==> src/rtl/button_defs.sv <==
`default_nettype none
// ============================================================================
//  Module   : button_defs (package)
//  Brief    : Shared state encodings and default timing for button conditioning
//  Revision : 1.0 - initial release
// ============================================================================
package button_defs;

  // Per-channel press FSM states; encodings are fixed so firmware/debug
  // probes can decode the 3-bit state directly.
  typedef enum logic [2:0] {
    ST_IDLE   = 3'd0,
    ST_ARM    = 3'd1,
    ST_HELD   = 3'd2,
    ST_REPEAT = 3'd3,
    ST_DISARM = 3'd4
  } btn_state_e;

  // Default timing at 100 MHz: 10 ms debounce, 0.5 s hold, 0.1 s repeat.
  localparam int DEF_N_BTN         = 5;
  localparam int DEF_DB_CYCLES     = 1_000_000;
  localparam int DEF_HOLD_CYCLES   = 50_000_000;
  localparam int DEF_REPEAT_CYCLES = 10_000_000;

  // Largest of three timing values; sizes the shared per-channel counter.
  function automatic int max3(input int a, input int b, input int c);
    int m;
    m = (a > b) ? a : b;
    return (m > c) ? m : c;
  endfunction

endpackage
`default_nettype wire

==> src/rtl/button_channel.sv <==
`default_nettype none
// ============================================================================
//  Module   : button_channel
//  Brief    : One button: 2-FF synchroniser, debounce/hold/repeat FSM and
//             registered level / press / repeat outputs
//  Revision : 1.0 - initial release
// ============================================================================
module button_channel
  import button_defs::*;
#(
  parameter int DB_CYCLES     = DEF_DB_CYCLES,
  parameter int HOLD_CYCLES   = DEF_HOLD_CYCLES,
  parameter int REPEAT_CYCLES = DEF_REPEAT_CYCLES,
  parameter int CNT_W         = $clog2(max3(DB_CYCLES, HOLD_CYCLES, REPEAT_CYCLES))
) (
  input  logic clk,
  input  logic rst,
  input  logic pb,
  output logic dpb,
  output logic scen,
  output logic mcen
);

  // Terminal counts; each fits because CNT_W covers the largest period.
  localparam logic [CNT_W-1:0] DB_TC     = CNT_W'(DB_CYCLES - 1);
  localparam logic [CNT_W-1:0] HOLD_TC   = CNT_W'(HOLD_CYCLES - 1);
  localparam logic [CNT_W-1:0] REPEAT_TC = CNT_W'(REPEAT_CYCLES - 1);

  logic             s1_q, s2_q;
  btn_state_e       state_q, state_d;
  logic [CNT_W-1:0] cnt_q, cnt_d;
  logic             press_q, press_d;   // accepted-press event, aligned with state
  logic             pulse_q, pulse_d;   // press or repeat event, aligned with state
  logic             dpb_q, scen_q, mcen_q;

  // Two-flop synchroniser for the asynchronous button level.
  always_ff @(posedge clk or posedge rst) begin
    if (rst) begin
      s1_q <= 1'b0;
      s2_q <= 1'b0;
    end else begin
      s1_q <= pb;
      s2_q <= s1_q;
    end
  end

  // FSM state, counter and event flags.
  always_ff @(posedge clk or posedge rst) begin
    if (rst) begin
      state_q <= ST_IDLE;
      cnt_q   <= '0;
      press_q <= 1'b0;
      pulse_q <= 1'b0;
    end else begin
      state_q <= state_d;
      cnt_q   <= cnt_d;
      press_q <= press_d;
      pulse_q <= pulse_d;
    end
  end

  // Next-state logic; the counter is cleared on every transition and every
  // terminal count, so it can never wrap.
  always_comb begin
    state_d = state_q;
    cnt_d   = cnt_q + 1'b1;
    press_d = 1'b0;
    pulse_d = 1'b0;
    case (state_q)
      ST_IDLE: begin
        cnt_d = '0;
        if (s2_q) state_d = ST_ARM;
      end
      ST_ARM: begin
        if (!s2_q) begin
          state_d = ST_IDLE;
          cnt_d   = '0;
        end else if (cnt_q == DB_TC) begin
          state_d = ST_HELD;
          cnt_d   = '0;
          press_d = 1'b1;
          pulse_d = 1'b1;
        end
      end
      ST_HELD: begin
        if (!s2_q) begin
          state_d = ST_DISARM;
          cnt_d   = '0;
        end else if (cnt_q == HOLD_TC) begin
          state_d = ST_REPEAT;
          cnt_d   = '0;
          pulse_d = 1'b1;
        end
      end
      ST_REPEAT: begin
        if (!s2_q) begin
          state_d = ST_DISARM;
          cnt_d   = '0;
        end else if (cnt_q == REPEAT_TC) begin
          cnt_d   = '0;
          pulse_d = 1'b1;
        end
      end
      ST_DISARM: begin
        // A release glitch returns to HELD silently and restarts the hold timer.
        if (s2_q) begin
          state_d = ST_HELD;
          cnt_d   = '0;
        end else if (cnt_q == DB_TC) begin
          state_d = ST_IDLE;
          cnt_d   = '0;
        end
      end
      default: begin
        state_d = ST_IDLE;
        cnt_d   = '0;
      end
    endcase
  end

  // Output register stage: level decoded from the state register, pulses
  // taken from the event flags, so all three outputs move on the same edge.
  always_ff @(posedge clk or posedge rst) begin
    if (rst) begin
      dpb_q  <= 1'b0;
      scen_q <= 1'b0;
      mcen_q <= 1'b0;
    end else begin
      dpb_q  <= (state_q == ST_HELD) || (state_q == ST_REPEAT) || (state_q == ST_DISARM);
      scen_q <= press_q;
      mcen_q <= pulse_q;
    end
  end

  assign dpb  = dpb_q;
  assign scen = scen_q;
  assign mcen = mcen_q;

endmodule
`default_nettype wire

==> src/rtl/button_conditioner.sv <==
`default_nettype none
// ============================================================================
//  Module   : button_conditioner
//  Brief    : N_BTN independent button channels (debounce, press, auto-repeat)
//  Revision : 1.0 - initial release
// ============================================================================
module button_conditioner
  import button_defs::*;
#(
  parameter int N_BTN         = DEF_N_BTN,
  parameter int DB_CYCLES     = DEF_DB_CYCLES,
  parameter int HOLD_CYCLES   = DEF_HOLD_CYCLES,
  parameter int REPEAT_CYCLES = DEF_REPEAT_CYCLES,
  parameter int CNT_W         = $clog2(max3(DB_CYCLES, HOLD_CYCLES, REPEAT_CYCLES))
) (
  input  logic             clk,
  input  logic             rst,
  input  logic [N_BTN-1:0] pb,
  output logic [N_BTN-1:0] dpb,
  output logic [N_BTN-1:0] scen,
  output logic [N_BTN-1:0] mcen
);

  // One fully independent channel per button bit.
  for (genvar i = 0; i < N_BTN; i++) begin : g_ch
    button_channel #(
      .DB_CYCLES    (DB_CYCLES),
      .HOLD_CYCLES  (HOLD_CYCLES),
      .REPEAT_CYCLES(REPEAT_CYCLES),
      .CNT_W        (CNT_W)
    ) u_ch (
      .clk (clk),
      .rst (rst),
      .pb  (pb[i]),
      .dpb (dpb[i]),
      .scen(scen[i]),
      .mcen(mcen[i])
    );
  end

endmodule
`default_nettype wire
==> config.mk <==
export PLATFORM = sky130hd
export DESIGN_NAME = button_conditioner
export DESIGN_NICKNAME = d
export VERILOG_FILES = /design/src/rtl/button_defs.sv /design/src/rtl/button_channel.sv /design/src/rtl/button_conditioner.sv
export SDC_FILE = /design/constraint.sdc
export NUM_CORES = 1
export LEC_CHECK = 0
export CAP_MARGIN = 20
export CORE_ASPECT_RATIO = 0.75
export CORE_MARGIN = 2
export CORE_UTILIZATION = 62
export CTS_CLUSTER_SIZE = 12
export DETAILED_ROUTE_END_ITERATION = 6
export PLACE_DENSITY = 0.92
export SLEW_MARGIN = 30
export SYNTH_ARGS = -nofsm -noshare
export SYNTH_HDL_FRONTEND = slang
export SYNTH_SLANG_ARGS = --single-unit
==> constraint.sdc <==
create_clock -name clk -period 9.64 [get_ports clk]
set_clock_uncertainty 0.15 [all_clocks]
set_input_delay 2.41 -clock clk [delete_from_list [all_inputs] [get_ports clk]]
set_output_delay 2.41 -clock clk [all_outputs]
set_load 0.005 [all_outputs]
==> impl_metrics.env <==
export IMPL_grt_start_max_net_pins=96
export IMPL_cts_setup_buffers=0
export IMPL_ios=22
export IMPL_crit_arrival_ps=4280
export IMPL_grt_ovfl_total=0
export IMPL_synthArstFlopShare=1.00
export IMPL_largest_reg_flops=130
export IMPL_worstMarginPinSlew_ps=907
export IMPL_rsz0062_at_grt="no"
export IMPL_multi_input_area_mm2=0.00433
export IMPL_synth_seq_cells=180
export IMPL_die_x_um=144
export IMPL_die_area_mm2=0.0158
export IMPL_syn_num_nets=941
export IMPL_dr_pass1_iters=5
export IMPL_switching_share=0.208
export IMPL_synth_edf_count=0
export IMPL_switchingPower_uw=319
export IMPL_grt_pass1_vias=6618
export IMPL_ys_flop_type="dfrtp_1"
export IMPL_slowest_delay_ps=670
export IMPL_path_cells="clkdlybuf4s50_1 -> inv_6 -> buf_6"
export IMPL_syn_avg_cell_area_um2=9.88
export IMPL_fillers=1052
export IMPL_grt_pass1_wl_um=31700
export IMPL_maxCapViolations=0
export IMPL_core_rowCount=38
export IMPL_cp_required_ps=9970
export IMPL_ys_warn_count=0
export IMPL_clk_pin_slew_worst_paths_ps=60
export IMPL_critPathTopFamily="buffers and inverters"
export IMPL_htreeDepth=4
export IMPL_clock_sinks=180
export IMPL_r2r_setup_slack_ps=6570
export IMPL_place_hpwl_um=11900
export IMPL_combPwrFrac=0.026
export IMPL_antenna_found_initial=0
export IMPL_power_density_mw_per_mm2=154
export IMPL_drc=0
export IMPL_io_buffers=21
export IMPL_hp_class="reg -> reg"
export IMPL_final_common_cell="dfrtp_1"
export IMPL_hold_violations=0
export IMPL_whs_ps=198
export IMPL_top_register="g_ch.u_ch.cnt_q"
export IMPL_synthCells=929
export IMPL_cts_buffers=17
export IMPL_startpoint="rst"
export IMPL_cts_tree="done"
export IMPL_timing_rr_start="g_ch[1].u_ch.cnt_q[1]"
export IMPL_final_setup_viol_count=0
export IMPL_syn2layout_area_growth_pct=8.67
export IMPL_outcome="complete, no violations"
export IMPL_mostFrequentLayoutCells="180 x dfrtp_1, 120 x nor2_1, 79 x xor2_1, 59 x nand2_1, 57 x nand3_1"
export IMPL_ctsHoldBuffers=0
export IMPL_synth_seq_area_share=0.491
export IMPL_tns_ps=0
export IMPL_cp_start_kind="input pin"
export IMPL_ant_nets=0
export IMPL_drt_wl_total_um=18500
export IMPL_cp_num_buf_inv=3
export IMPL_endpoint="g_ch[3].u_ch.cnt_q[25]"
export IMPL_p_clk_frac=0.472
export IMPL_path_depth=3
export IMPL_grt_total_usage=0.252
export IMPL_leakagePower_uw=0.00396
export IMPL_start_util=0.635
export IMPL_fmax_ghz=0.253
export IMPL_cts_resized=0
export IMPL_via_per_inst=6.16
export IMPL_critPathSlowestCell="buf_6"
export IMPL_layout_drive_gt1_share=0.0742
export IMPL_clk_latency_ps=440
export IMPL_final_min_period_over_clock_period=0.410
export IMPL_fin_nets=933
export IMPL_crit_type="in -> async"
export IMPL_fp_dieH_um=109
export IMPL_r2r_end="g_ch[1].u_ch.cnt_q[1]"
export IMPL_root_buffer="clkbuf_16"
export IMPL_drt_iter0_drc=781
export IMPL_reg_largest_list="g_ch.u_ch.cnt_q x130, g_ch.u_ch.state_q x15"
export IMPL_routedWlPerCell_um=16.4
export IMPL_reg2regPathDepth=6
export IMPL_gp_congestion=0.921
export IMPL_worstSetupEndpointType="async pin"
export IMPL_power_internal_uw=1210
export IMPL_crit_fanout=95
export IMPL_synth_cell_types=64
export IMPL_pwr_share_seq=0.502
export IMPL_drv_slew=0
export IMPL_diodes=0
export IMPL_vdd_drop_max_mv=0.134
export IMPL_max_slew_margin=0.396
export IMPL_synthesis_area_mm2=0.00918
export IMPL_num_vias=6964
export IMPL_core_area_mm2=0.0145
export IMPL_min_period_ps=3950
export IMPL_regArea_mm2=0.00450
export IMPL_cts_path_max_buffers=2
-- power by group through the flow --
stage / clock [uW] / combinational [uW] / sequential, uW
5_1_grt: 768 / 46.4 / 770
6_report: 723 / 40.3 / 769
3_5_place_dp: 0 / 40.7 / 783
3_3_place_gp: 0 / 39.5 / 783
2_1_floorplan: 0 / 34.0 / 781
4_1_cts: 733 / 41.1 / 769
-- layer usage --
metal  share of wire  GRT usage
met5               0          0
met4           0.011     0.0673
met3           0.064     0.0671
met2            0.46      0.382
met1            0.46      0.364
-- cells by family (layout without fill, tap and decap cells) --
logic type               Yosys count  count (layout)  synth area share
buffers and inverters             61              62            0.0402
flip-flops                       180             180             0.491
AO/OA/AOI/OAI                     98              98            0.0728
XOR/XNOR                         119             119             0.114
AND/OR/NAND/NOR                  466             466             0.276
adder cells (fa/ha/maj)            5               5           0.00682
-- final cells by class --
class	instances	area share
Timing Repair Buffer	24	0.0241
Inverter	10	0.00427
Clock inverter	9	0.0157
Clock buffer	19	0.0454
Tap cell	200	0.0251
Multi-Input combinational cell	688	0.434
Sequential cell	180	0.452
-- cells in the mapped netlist, types with 15 or more instances --
library cell  count  area share
xnor2_1          40       0.038
nor4_1           15       0.010
dfrtp_1         180        0.49
nor2_1          120       0.049
clkbuf_1         17      0.0070
a21oi_2          20       0.019
buf_4            18       0.015
xor2_1           79       0.075
nand2_1          59       0.024
a21oi_1          43       0.023
nor3_1           33       0.018
and3_1           25       0.017
nand3_1          57       0.031
nand4_1          55       0.037
-- how the worst min path moves through the flow --
stage	from	endpoint	depth (start not counted)
after global routing	g_ch[2].u_ch.press_q	g_ch[2].u_ch.scen	0
after CTS	g_ch[2].u_ch.press_q	g_ch[2].u_ch.scen	0
final	g_ch[2].u_ch.press_q	g_ch[2].u_ch.scen	0
after floorplan	g_ch[0].u_ch.pulse_q	g_ch[0].u_ch.mcen	0
after detailed placement	g_ch[2].u_ch.press_q	g_ch[2].u_ch.scen	0
after global placement	g_ch[2].u_ch.press_q	g_ch[2].u_ch.scen	0
-- per-stage QoR --
stage / area (um^2) / worst slack [ps] / utilization / total power [uW] / std cells
after detailed placement: 9340 / 5160 / 0.646 / 824 / 1101
after global routing: 9970 / 5380 / 0.690 / 1580 / 1130
after CTS: 9940 / 5620 / 0.688 / 1540 / 1129
after global placement: 9330 / 4840 / 0.645 / 822 / 1101
final: 9970 / 5690 / 0.690 / 1530 / 1130
after floorplan: 9180 / 2190 / - / 815 / 929
Note: power is estimated with default switching activity, not from simulation.
